===== src/rtl/datamem_arb_pkg.sv =====
// Shared types and constants for the data-memory arbiter.
package datamem_arb_pkg;

    typedef enum logic {
        ARB   = 1'b0,
        LOCK1 = 1'b1
    } arb_state_t;

    localparam logic PORT_PIPE = 1'b0;
    localparam logic PORT_LOAD = 1'b1;

    localparam int unsigned LOCK_CNT_W = 8;

endpackage


===== src/rtl/rr_arb2.sv =====
// Two-request round-robin picker; owns the last_grant history bit.
module rr_arb2
    import datamem_arb_pkg::*;
(
    input  logic       clk,
    input  logic       rst,
    input  logic [1:0] req,
    input  logic [1:0] mask,
    input  logic       advance,
    output logic [1:0] gnt
);

    logic       last_grant;
    logic [1:0] eff_req;

    // Pick a single requester directly; on a tie favour the port not granted last.
    always_comb begin
        eff_req = req & mask;
        gnt     = '0;
        case (eff_req)
            2'b01:   gnt = 2'b01;
            2'b10:   gnt = 2'b10;
            2'b11:   gnt = (last_grant == PORT_PIPE) ? 2'b10 : 2'b01;
            default: gnt = '0;
        endcase
    end

    // Remember the winner of every committed grant; port 0 wins the first tie.
    always_ff @(posedge clk or posedge rst) begin
        if (rst) begin
            last_grant <= PORT_LOAD;
        end else if (advance && (gnt != 2'b00)) begin
            last_grant <= gnt[1];
        end
    end

endmodule


===== src/rtl/datamem_arbiter.sv =====
// Arbitrates the single-port data memory between the MEM stage (port 0)
// and the loader/debug master (port 1), with a bounded port-1 burst lock.
module datamem_arbiter
    import datamem_arb_pkg::*;
#(
    parameter int ADDRESS_WIDTH = 32,
    parameter int DATA_WIDTH    = 32,
    parameter int MAX_LOCK      = 8
) (
    input  logic                     clk,
    input  logic                     rst,
    input  logic                     m0_req,
    input  logic                     m0_we,
    input  logic [ADDRESS_WIDTH-1:0] m0_addr,
    input  logic [DATA_WIDTH-1:0]    m0_wdata,
    output logic                     m0_gnt,
    output logic                     m0_rvalid,
    output logic [DATA_WIDTH-1:0]    m0_rdata,
    input  logic                     m1_req,
    input  logic                     m1_we,
    input  logic [ADDRESS_WIDTH-1:0] m1_addr,
    input  logic [DATA_WIDTH-1:0]    m1_wdata,
    output logic                     m1_gnt,
    output logic                     m1_rvalid,
    output logic [DATA_WIDTH-1:0]    m1_rdata,
    input  logic                     m1_lock,
    output logic [ADDRESS_WIDTH-1:0] mem_a,
    output logic [DATA_WIDTH-1:0]    mem_wd,
    output logic                     mem_we,
    input  logic [DATA_WIDTH-1:0]    mem_rd
);

    localparam logic [LOCK_CNT_W-1:0] LOCK_MAX = LOCK_CNT_W'(MAX_LOCK);

    arb_state_t             state, state_nxt;
    logic [LOCK_CNT_W-1:0]  lock_cnt, lock_cnt_nxt;
    logic                   lock_at_max;
    logic [1:0]             mask;
    logic [1:0]             gnt;
    logic [1:0]             rvalid_q;
    logic [DATA_WIDTH-1:0]  m0_rdata_q, m1_rdata_q;

    assign lock_at_max = (lock_cnt == LOCK_MAX);

    // Request gating: nothing during reset, port 1 only while locked,
    // port 0 only on forced release, both when arbitrating normally.
    always_comb begin
        mask = 2'b11;
        if (rst) begin
            mask = 2'b00;
        end else if (state == LOCK1 && m1_lock) begin
            mask = (lock_at_max && m0_req) ? 2'b01 : 2'b10;
        end
    end

    rr_arb2 u_rr_arb2 (
        .clk     (clk),
        .rst     (rst),
        .req     ({m1_req, m0_req}),
        .mask    (mask),
        .advance (~rst),
        .gnt     (gnt)
    );

    assign m0_gnt = gnt[0];
    assign m1_gnt = gnt[1];

    // Lock FSM next state and burst counter; the counter saturates so a
    // waiting port 0 is always released after MAX_LOCK port-1 grants.
    always_comb begin
        state_nxt    = state;
        lock_cnt_nxt = lock_cnt;
        case (state)
            ARB: begin
                if (gnt[1] && m1_lock) begin
                    state_nxt    = LOCK1;
                    lock_cnt_nxt = LOCK_CNT_W'(1);
                end
            end
            LOCK1: begin
                if (!m1_lock || (lock_at_max && m0_req)) begin
                    state_nxt    = ARB;
                    lock_cnt_nxt = '0;
                end else if (gnt[1] && !lock_at_max) begin
                    lock_cnt_nxt = lock_cnt + LOCK_CNT_W'(1);
                end
            end
            default: begin
                state_nxt    = ARB;
                lock_cnt_nxt = '0;
            end
        endcase
    end

    // FSM state and lock counter registers.
    always_ff @(posedge clk or posedge rst) begin
        if (rst) begin
            state    <= ARB;
            lock_cnt <= '0;
        end else begin
            state    <= state_nxt;
            lock_cnt <= lock_cnt_nxt;
        end
    end

    // Memory drive from the winning port; idle cycles drive zeros.
    always_comb begin
        mem_a  = '0;
        mem_wd = '0;
        mem_we = 1'b0;
        case (gnt)
            2'b01: begin
                mem_a  = m0_addr;
                mem_wd = m0_wdata;
                mem_we = m0_we;
            end
            2'b10: begin
                mem_a  = m1_addr;
                mem_wd = m1_wdata;
                mem_we = m1_we;
            end
            default: begin
                mem_a  = '0;
                mem_wd = '0;
                mem_we = 1'b0;
            end
        endcase
    end

    // Read return: capture mem_rd for the granted reader; each port keeps
    // its own data register so the other port's rdata holds.
    always_ff @(posedge clk or posedge rst) begin
        if (rst) begin
            rvalid_q   <= '0;
            m0_rdata_q <= '0;
            m1_rdata_q <= '0;
        end else begin
            rvalid_q <= {gnt[1] & ~m1_we, gnt[0] & ~m0_we};
            if (gnt[0] && !m0_we) begin
                m0_rdata_q <= mem_rd;
            end
            if (gnt[1] && !m1_we) begin
                m1_rdata_q <= mem_rd;
            end
        end
    end

    assign m0_rvalid = rvalid_q[0];
    assign m1_rvalid = rvalid_q[1];
    assign m0_rdata  = m0_rdata_q;
    assign m1_rdata  = m1_rdata_q;

endmodule


===== config.mk =====
export PLATFORM = sky130hd
export DESIGN_NAME = datamem_arbiter
export DESIGN_NICKNAME = d
export VERILOG_FILES = /design/src/rtl/datamem_arb_pkg.sv /design/src/rtl/rr_arb2.sv /design/src/rtl/datamem_arbiter.sv
export SDC_FILE = /design/constraint.sdc
export NUM_CORES = 1
export LEC_CHECK = 0
export CAP_MARGIN = 0
export CORE_MARGIN = 5
export CORE_UTILIZATION = 34
export DETAILED_ROUTE_END_ITERATION = 10
export GPL_TIMING_DRIVEN = 0
export HOLD_SLACK_MARGIN = 0.15
export PLACE_DENSITY_LB_ADDON = 0.2
export SLEW_MARGIN = 20
export SYNTH_ARGS = -nofsm -noshare
export SYNTH_HDL_FRONTEND = slang
export SYNTH_HIERARCHICAL = 1
export SYNTH_SLANG_ARGS = --single-unit

===== constraint.sdc =====
create_clock -name clk -period 3.54 [get_ports clk]
set_input_delay 0.708 -clock clk [delete_from_list [all_inputs] [get_ports clk]]
set_output_delay 0.708 -clock clk [all_outputs]
set_load 0.005 [all_outputs]

==> Yosys cells after proc, flatten, opt, wreduce, memory -nomap -nowiden <==
Index checks and enable logic that the tools add are counted.
{ "classes": {"add_sub_neg": 1, "n_eq_ne": 8, "n_mux": 15, "bitwise": 7, "reduce_logical": 14} }
{ "ops": {"columns": ["cell", "count"], "rows": [
  ["$pmux W32 S2", 2],
  ["$mux W8", 3],
  ["$pmux W8 S2", 1],
  ["$add A8 B1 Y8 const B", 1],
  ["$eq A8 B4 Y1 const B", 1],
  ["$mux W2", 4],
  ["$logic_and A1 B1 Y1", 7],
  ["$eq A2 B2 Y1 const B", 3],
  ["$pmux W2 S3", 1],
  ["$eq A2 B1 Y1 const B", 2],
  ["$logic_not A1 Y1", 4],
  ["$not A1 Y1", 4],
  ["$pmux W1 S2", 2],
  ["$ne A3 B1 Y1 const B", 1],
  ["$and A1 B1 Y1", 2],
  ["$and A2 B2 Y2", 1],
  ["$mux W1", 2],
  ["$ne A2 B2 Y1 const B", 1],
  ["$reduce_and A2 Y1", 1],
  ["$reduce_bool A2 Y1", 1],
  ["$logic_or A1 B1 Y1", 1]
]} }
{ "word_totals": {"regBits": 76, "out_inout_bits": 133, "word_cells": 51} }

==> Longest topological paths before layout <==
{ "depth": {"word_depth": 12, "depth_mapped": 13, "mapped_depth_nobuf": 11} }

==> By module <==
The synthesis kept the hierarchy.
{ "by_module_without_submodules": {"columns": ["module", "n_inst", "cells_per_inst", "area_each_um2", "seq_area_each_um2"], "rows": [
  ["datamem_arbiter", 1, 360, 3883.7, 1876.8],
  ["rr_arb2", 1, 7, 65.1, 26.3]
]} }

==> Worst setup path before layout <==
No wires, ideal clock.
{ "synth_path": {"path_kind": "register to output", "start": "reg lock_cnt[0]", "end": "out mem_wd[21]", "arrival_ps": 2677, "required_ps": 2832, "path_slack_ps": 155, "path_stages_with_launch": 12, "path_buffers": 2, "path_cell_list": "dfrtp_1 > inv_1 > ha_1 > nor4b_4 > a41oi_1 > nor2_1 > a31oi_1 > ha_1 > clkbuf_1 > clkbuf_1 > a22oi_1 > nor2_1"} }
{ "synth_between": {"elab_chain_cells": 10, "elab_cells_between_ends": 13, "cone_classes": "6 x eq/ne; 5 x mux; 1 x bitwise; 1 x reduce/logical"} }
{ "synth_rtl": {"columns": ["element", "line_no", "source"], "rows": [
  ["from (decl)", "datamem_arbiter.sv:36", "logic [LOCK_CNT_W-1:0] lock_cnt, lock_cnt_nxt;"],
  ["from (signal assigned)", "datamem_arbiter.sv:102", "lock_cnt <= lock_cnt_nxt;"],
  ["$eq A8 B4 Y1 *", "datamem_arbiter.sv:43", "assign lock_at_max = (lock_cnt == LOCK_MAX);"],
  ["$logic_and A1 B1 Y1 *", "datamem_arbiter.sv:52", "mask = (lock_at_max && m0_req) ? 2'b01 : 2'b10;"],
  ["$mux W2 *", "datamem_arbiter.sv:52", null],
  ["$mux W2 *", "datamem_arbiter.sv:51", "end else if (state == LOCK1 && m1_lock) begin"],
  ["$mux W2 *", "datamem_arbiter.sv:49", "if (rst) begin"],
  ["net mask[0]", "datamem_arbiter.sv:38", "logic [1:0] mask;"],
  ["$and A2 B2 Y2 *", "rr_arb2.sv:18", "eff_req = req & mask;"],
  ["$eq A2 B2 Y1 / $eq A2 B1 Y1 (equally long branches)", "rr_arb2.sv:20", "case (eff_req)"],
  ["$pmux W2 S3 *", "rr_arb2.sv:20", null],
  ["net m1_gnt", "datamem_arbiter.sv:23", "output logic m1_gnt,"],
  ["$eq A2 B2 Y1 / $eq A2 B1 Y1 (equally long branches)", "datamem_arbiter.sv:111", "case (gnt)"],
  ["$pmux W32 S2 *", "datamem_arbiter.sv:111", null],
  ["to (decl)", "datamem_arbiter.sv:28", "output logic [DATA_WIDTH-1:0] mem_wd,"]
]} }
The timed path passes the listed nets; every way through them passes the cells marked *.

==> Worst setup path after layout <==
{ "layout_path": {"start": "reg lock_cnt[0]", "end": "reg lock_cnt[0]"} }
{ "layout_between": {"elab_chain_cells": 11, "elab_cells_between_ends": 21, "cone_classes": "1 x add/sub; 6 x eq/ne; 7 x mux; 1 x bitwise; 6 x reduce/logical"} }
{ "layout_rtl": {"columns": ["element", "line_no"], "rows": [
  ["$eq A8 B4 Y1", "datamem_arbiter.sv:43"],
  ["$logic_and A1 B1 Y1", "datamem_arbiter.sv:52, datamem_arbiter.sv:81"],
  ["$mux W2", "datamem_arbiter.sv:52"],
  ["$mux W2", "datamem_arbiter.sv:51"],
  ["$mux W2", "datamem_arbiter.sv:49"],
  ["$and A2 B2 Y2", "rr_arb2.sv:18"],
  ["$eq A2 B2 Y1 / $eq A2 B1 Y1 (equally long branches)", "rr_arb2.sv:20"],
  ["$pmux W2 S3", "rr_arb2.sv:20"],
  ["$logic_and A1 B1 Y1 (on tied branches)", "datamem_arbiter.sv:84, datamem_arbiter.sv:75"],
  ["$ne A3 B1 Y1 (no line) / $ne A2 B2 Y1 (equally long branches)", null],
  ["$reduce_and A2 Y1 (no line)", null]
]} }
Several ways; a longest one is shown, not always the timed one. The select of a mux whose other input is x is not followed.
A chain may end at the register's enable or synchronous reset.

==> metrics.txt <==
Final period util 104%; Period minus WS final between 3000 and 4000 ps; Final WS setup -150 ps; CTS Sinks 76; max cap viols 0; class of the worst hold path register to register; Post-Syn Area a little under 4000 sq um; Netlist cell types 33; Critical Path End Type register; Clock Path Buffers 2; largest net degree at the start of global routing 46; CP Max Fanout 2; Gate Count Post-Synth 367; Top Ports 300; CTS tree done; die width about 120 microns; setup_tns -2330 ps; layout cells sized above 1 41.8%; Core Util, Final ~73%; pwr dens slightly above 400 nW/um^2; CTS H-Tree Depth 3; Critical Path AT 3960 ps; leakage 3.51 nW; Rel. slew slack 58.8%; CP Class register to register; Peak VDD IR 0.369 mV; first-pass GRT wire length slightly below 30000 microns; most used cell, CP buf_4; P_sw just over 900 uW; Row Count 39; clock network fraction of total power a little over a quarter; post-synthesis register bit count 76; violated checks setup timing; gr usage total 27.1%; die area 13900 sq um; GP Congestion around 0.93; Combinational Power Share between 30% and 40%; Vias/cell 5.20; number of global-route vias before repair roughly 4900; Congestion Overflow GR 0; Sw Ratio 27.1%; Clock Latency Late Sink 330 ps; Final Hold Vio Count 0; Achievable Freq roughly 270 MHz; Initial Util 34.6%; dpl hpwl about 14000 microns; IO buf count between 200 and 300; First DRT Iteration DRCs 190; Slowest Stage Delay on Critical Path approximately 370 ps; Core Region ~11000 sq um; Int Power approximately 2.4 mW; commonest non-fill, non-tap cell in the layout clkdlybuf4s50_1; Nets roughly 900; Critical Path Source Type register; via count 4531; synthesized area per cell approximately 11 sq um; Yosys Warn Count 6; clk slew on worst S/H paths 60 ps; commonest non-fill, non-tap cells in the layout clkdlybuf4s50_1, dfrtp_1, mux2_2, a22oi_2, nor2_1; initial antenna violation count 0; Slew @ Worst Pin approximately 620 ps; Place WS -1790 ps; Worst path slowest cell dfrtp_1; Routed WL just under 20000 microns; CTS buffer count 9; Layout Area Growth over Synthesis 111%; R2R Setup Slk -150 ps; root buffer cell clkbuf_16; syn_nets ~540; Fin Clk Skew between 5 and 6 ps; Antenna Violating Nets Remaining 0; status finished, violations left; hold-fix buffer count after cts 0; Critical Path RT about 3800 ps; Final Hold Slack 501 ps; Slew Limit Fails 0; Avg WL per Cell between 20 and 25 microns; sequential share of power 34.2%; Die Ht approximately 120 microns; First-pass DRT Iterations 5; RSZ-0062 raised after global routing yes; DRC 0; # setup viols final 36; sequential fraction of the synthesis area between 40% and 50%; antenna cells 0
==> per-stage QoR <==
step	cell area [sq um]	power (mW)	instances
floorplan	3950	1.48	367
global placement	7120	2.19	809
detailed placement	7150	2.22	810
CTS	8270	3.35	871
global route	8320	3.53	871
finish	8320	3.36	871
==> cells by family after synthesis <==
logic type / synth area share, %
AOI/OAI and AO/OA: 17.1
adders and majority gates: 1.27
buffers and inverters: 3.74
DFF: 48.2
muxes: 18.3
and+or+nand+nor: 11.4
==> per-layer routing <==
metal  vias up  track usage [%]  part of all wire (%)
met2       216             48.7                    52
met1      2218             29.8                    38
met3        37             8.70                   7.6
met4         0             9.25                   3.1
li1       2060                -                     -
met5         -                0                     0
==> Yosys cell counts <==
| master | number | area (sq um) |
|---|---|---|
| nor3_1 | 4 | 20.0 |
| nand2b_1 | 1 | 6.26 |
| o211a_1 | 2 | 20.0 |
| nor4b_4 | 1 | 23.8 |
| ha_1 | 4 | 50.1 |
| nor2_1 | 68 | 255 |
| inv_1 | 9 | 33.8 |
| nand2_1 | 8 | 30.0 |
| dfrtp_1 | 75 | 1880 |
| nor3b_1 | 1 | 7.51 |
| a21oi_1 | 2 | 10.0 |
| clkbuf_1 | 12 | 45.0 |
| or2_2 | 1 | 6.26 |
| a41oi_1 | 3 | 26.3 |
| a211o_1 | 6 | 52.6 |
| mux2_2 | 64 | 721 |
| and2_1 | 1 | 6.26 |
| and3b_1 | 1 | 8.76 |
| a22oi_1 | 65 | 488 |
| o2bb2ai_1 | 1 | 8.76 |
| buf_2 | 4 | 20.0 |
| and3_1 | 5 | 31.3 |
| and4_1 | 3 | 26.3 |
| nand3_2 | 1 | 10.0 |
| a21o_1 | 1 | 7.51 |
| o21ai_0 | 1 | 5.00 |
| a311o_1 | 1 | 10.0 |
| a31oi_1 | 2 | 12.5 |
| nand3_1 | 4 | 20.0 |
| dfstp_2 | 1 | 26.3 |
| buf_1 | 13 | 48.8 |
| o31ai_1 | 1 | 7.51 |
| o32ai_4 | 1 | 27.5 |
==> layout make-up <==
class	count	area (sq um)
timing repair buffer	346	3200
tap	143	179
inverter	9	38.8
multi-input combinational	253	2360
clock inverter	5	62.6
fill	858	3100
buffer	29	337
sequential	76	1900
clock buffer	10	239
==> timing repair <==
| action | in CTS | in global routing |
|---|---|---|
| resized for setup | 339 | 46 |
| gates cloned | 6 | 0 |
| setup endpoints to repair | 95 | 66 |
| buffers inserted | 40 | 1 |
| pin swaps | 23 | 27 |
==> power groups by stage <==
stage / registers [mW] / logic [mW] / clock network [mW]
2_1_floorplan: 1.16 / 0.319 / 0
3_3_place_gp: 1.15 / 1.04 / 0
3_5_place_dp: 1.16 / 1.06 / 0
4_1_cts: 1.15 / 1.27 / 0.937
6_report: 1.15 / 1.29 / 0.920
5_1_grt: 1.17 / 1.37 / 0.980
==> critical path, delay by kind of cell (launching register included) <==
| kind | cells | cell delay, ps |
|---|---|---|
| buf+inv | 25 | 2970 |
| flops | 1 | 370 |
| compound gates | 2 | 210 |
| simple gates | 1 | 80 |
==> registers in the layout (all words and copies together) (netlist names) <==
signal,count
m0_rdata,32
state,1
rvalid_q,2
u_rr_arb2/last_grant,1
lock_cnt,8
m1_rdata,32
==> final timing paths <==
kind	startpoint	to	cells after the start
setup / recovery	lock_cnt[0]	lock_cnt[0]	28
hold / removal	m0_rdata[29]	m0_rdata[29]	1
setup reg to reg	lock_cnt[0]	lock_cnt[0]	28
hold reg to reg	m0_rdata[29]	m0_rdata[29]	1
max in group asynchronous	rst	m1_rdata[24]	3
min in group asynchronous	rst	u_rr_arb2/last_grant	2
(Power assumes the default switching activity.)
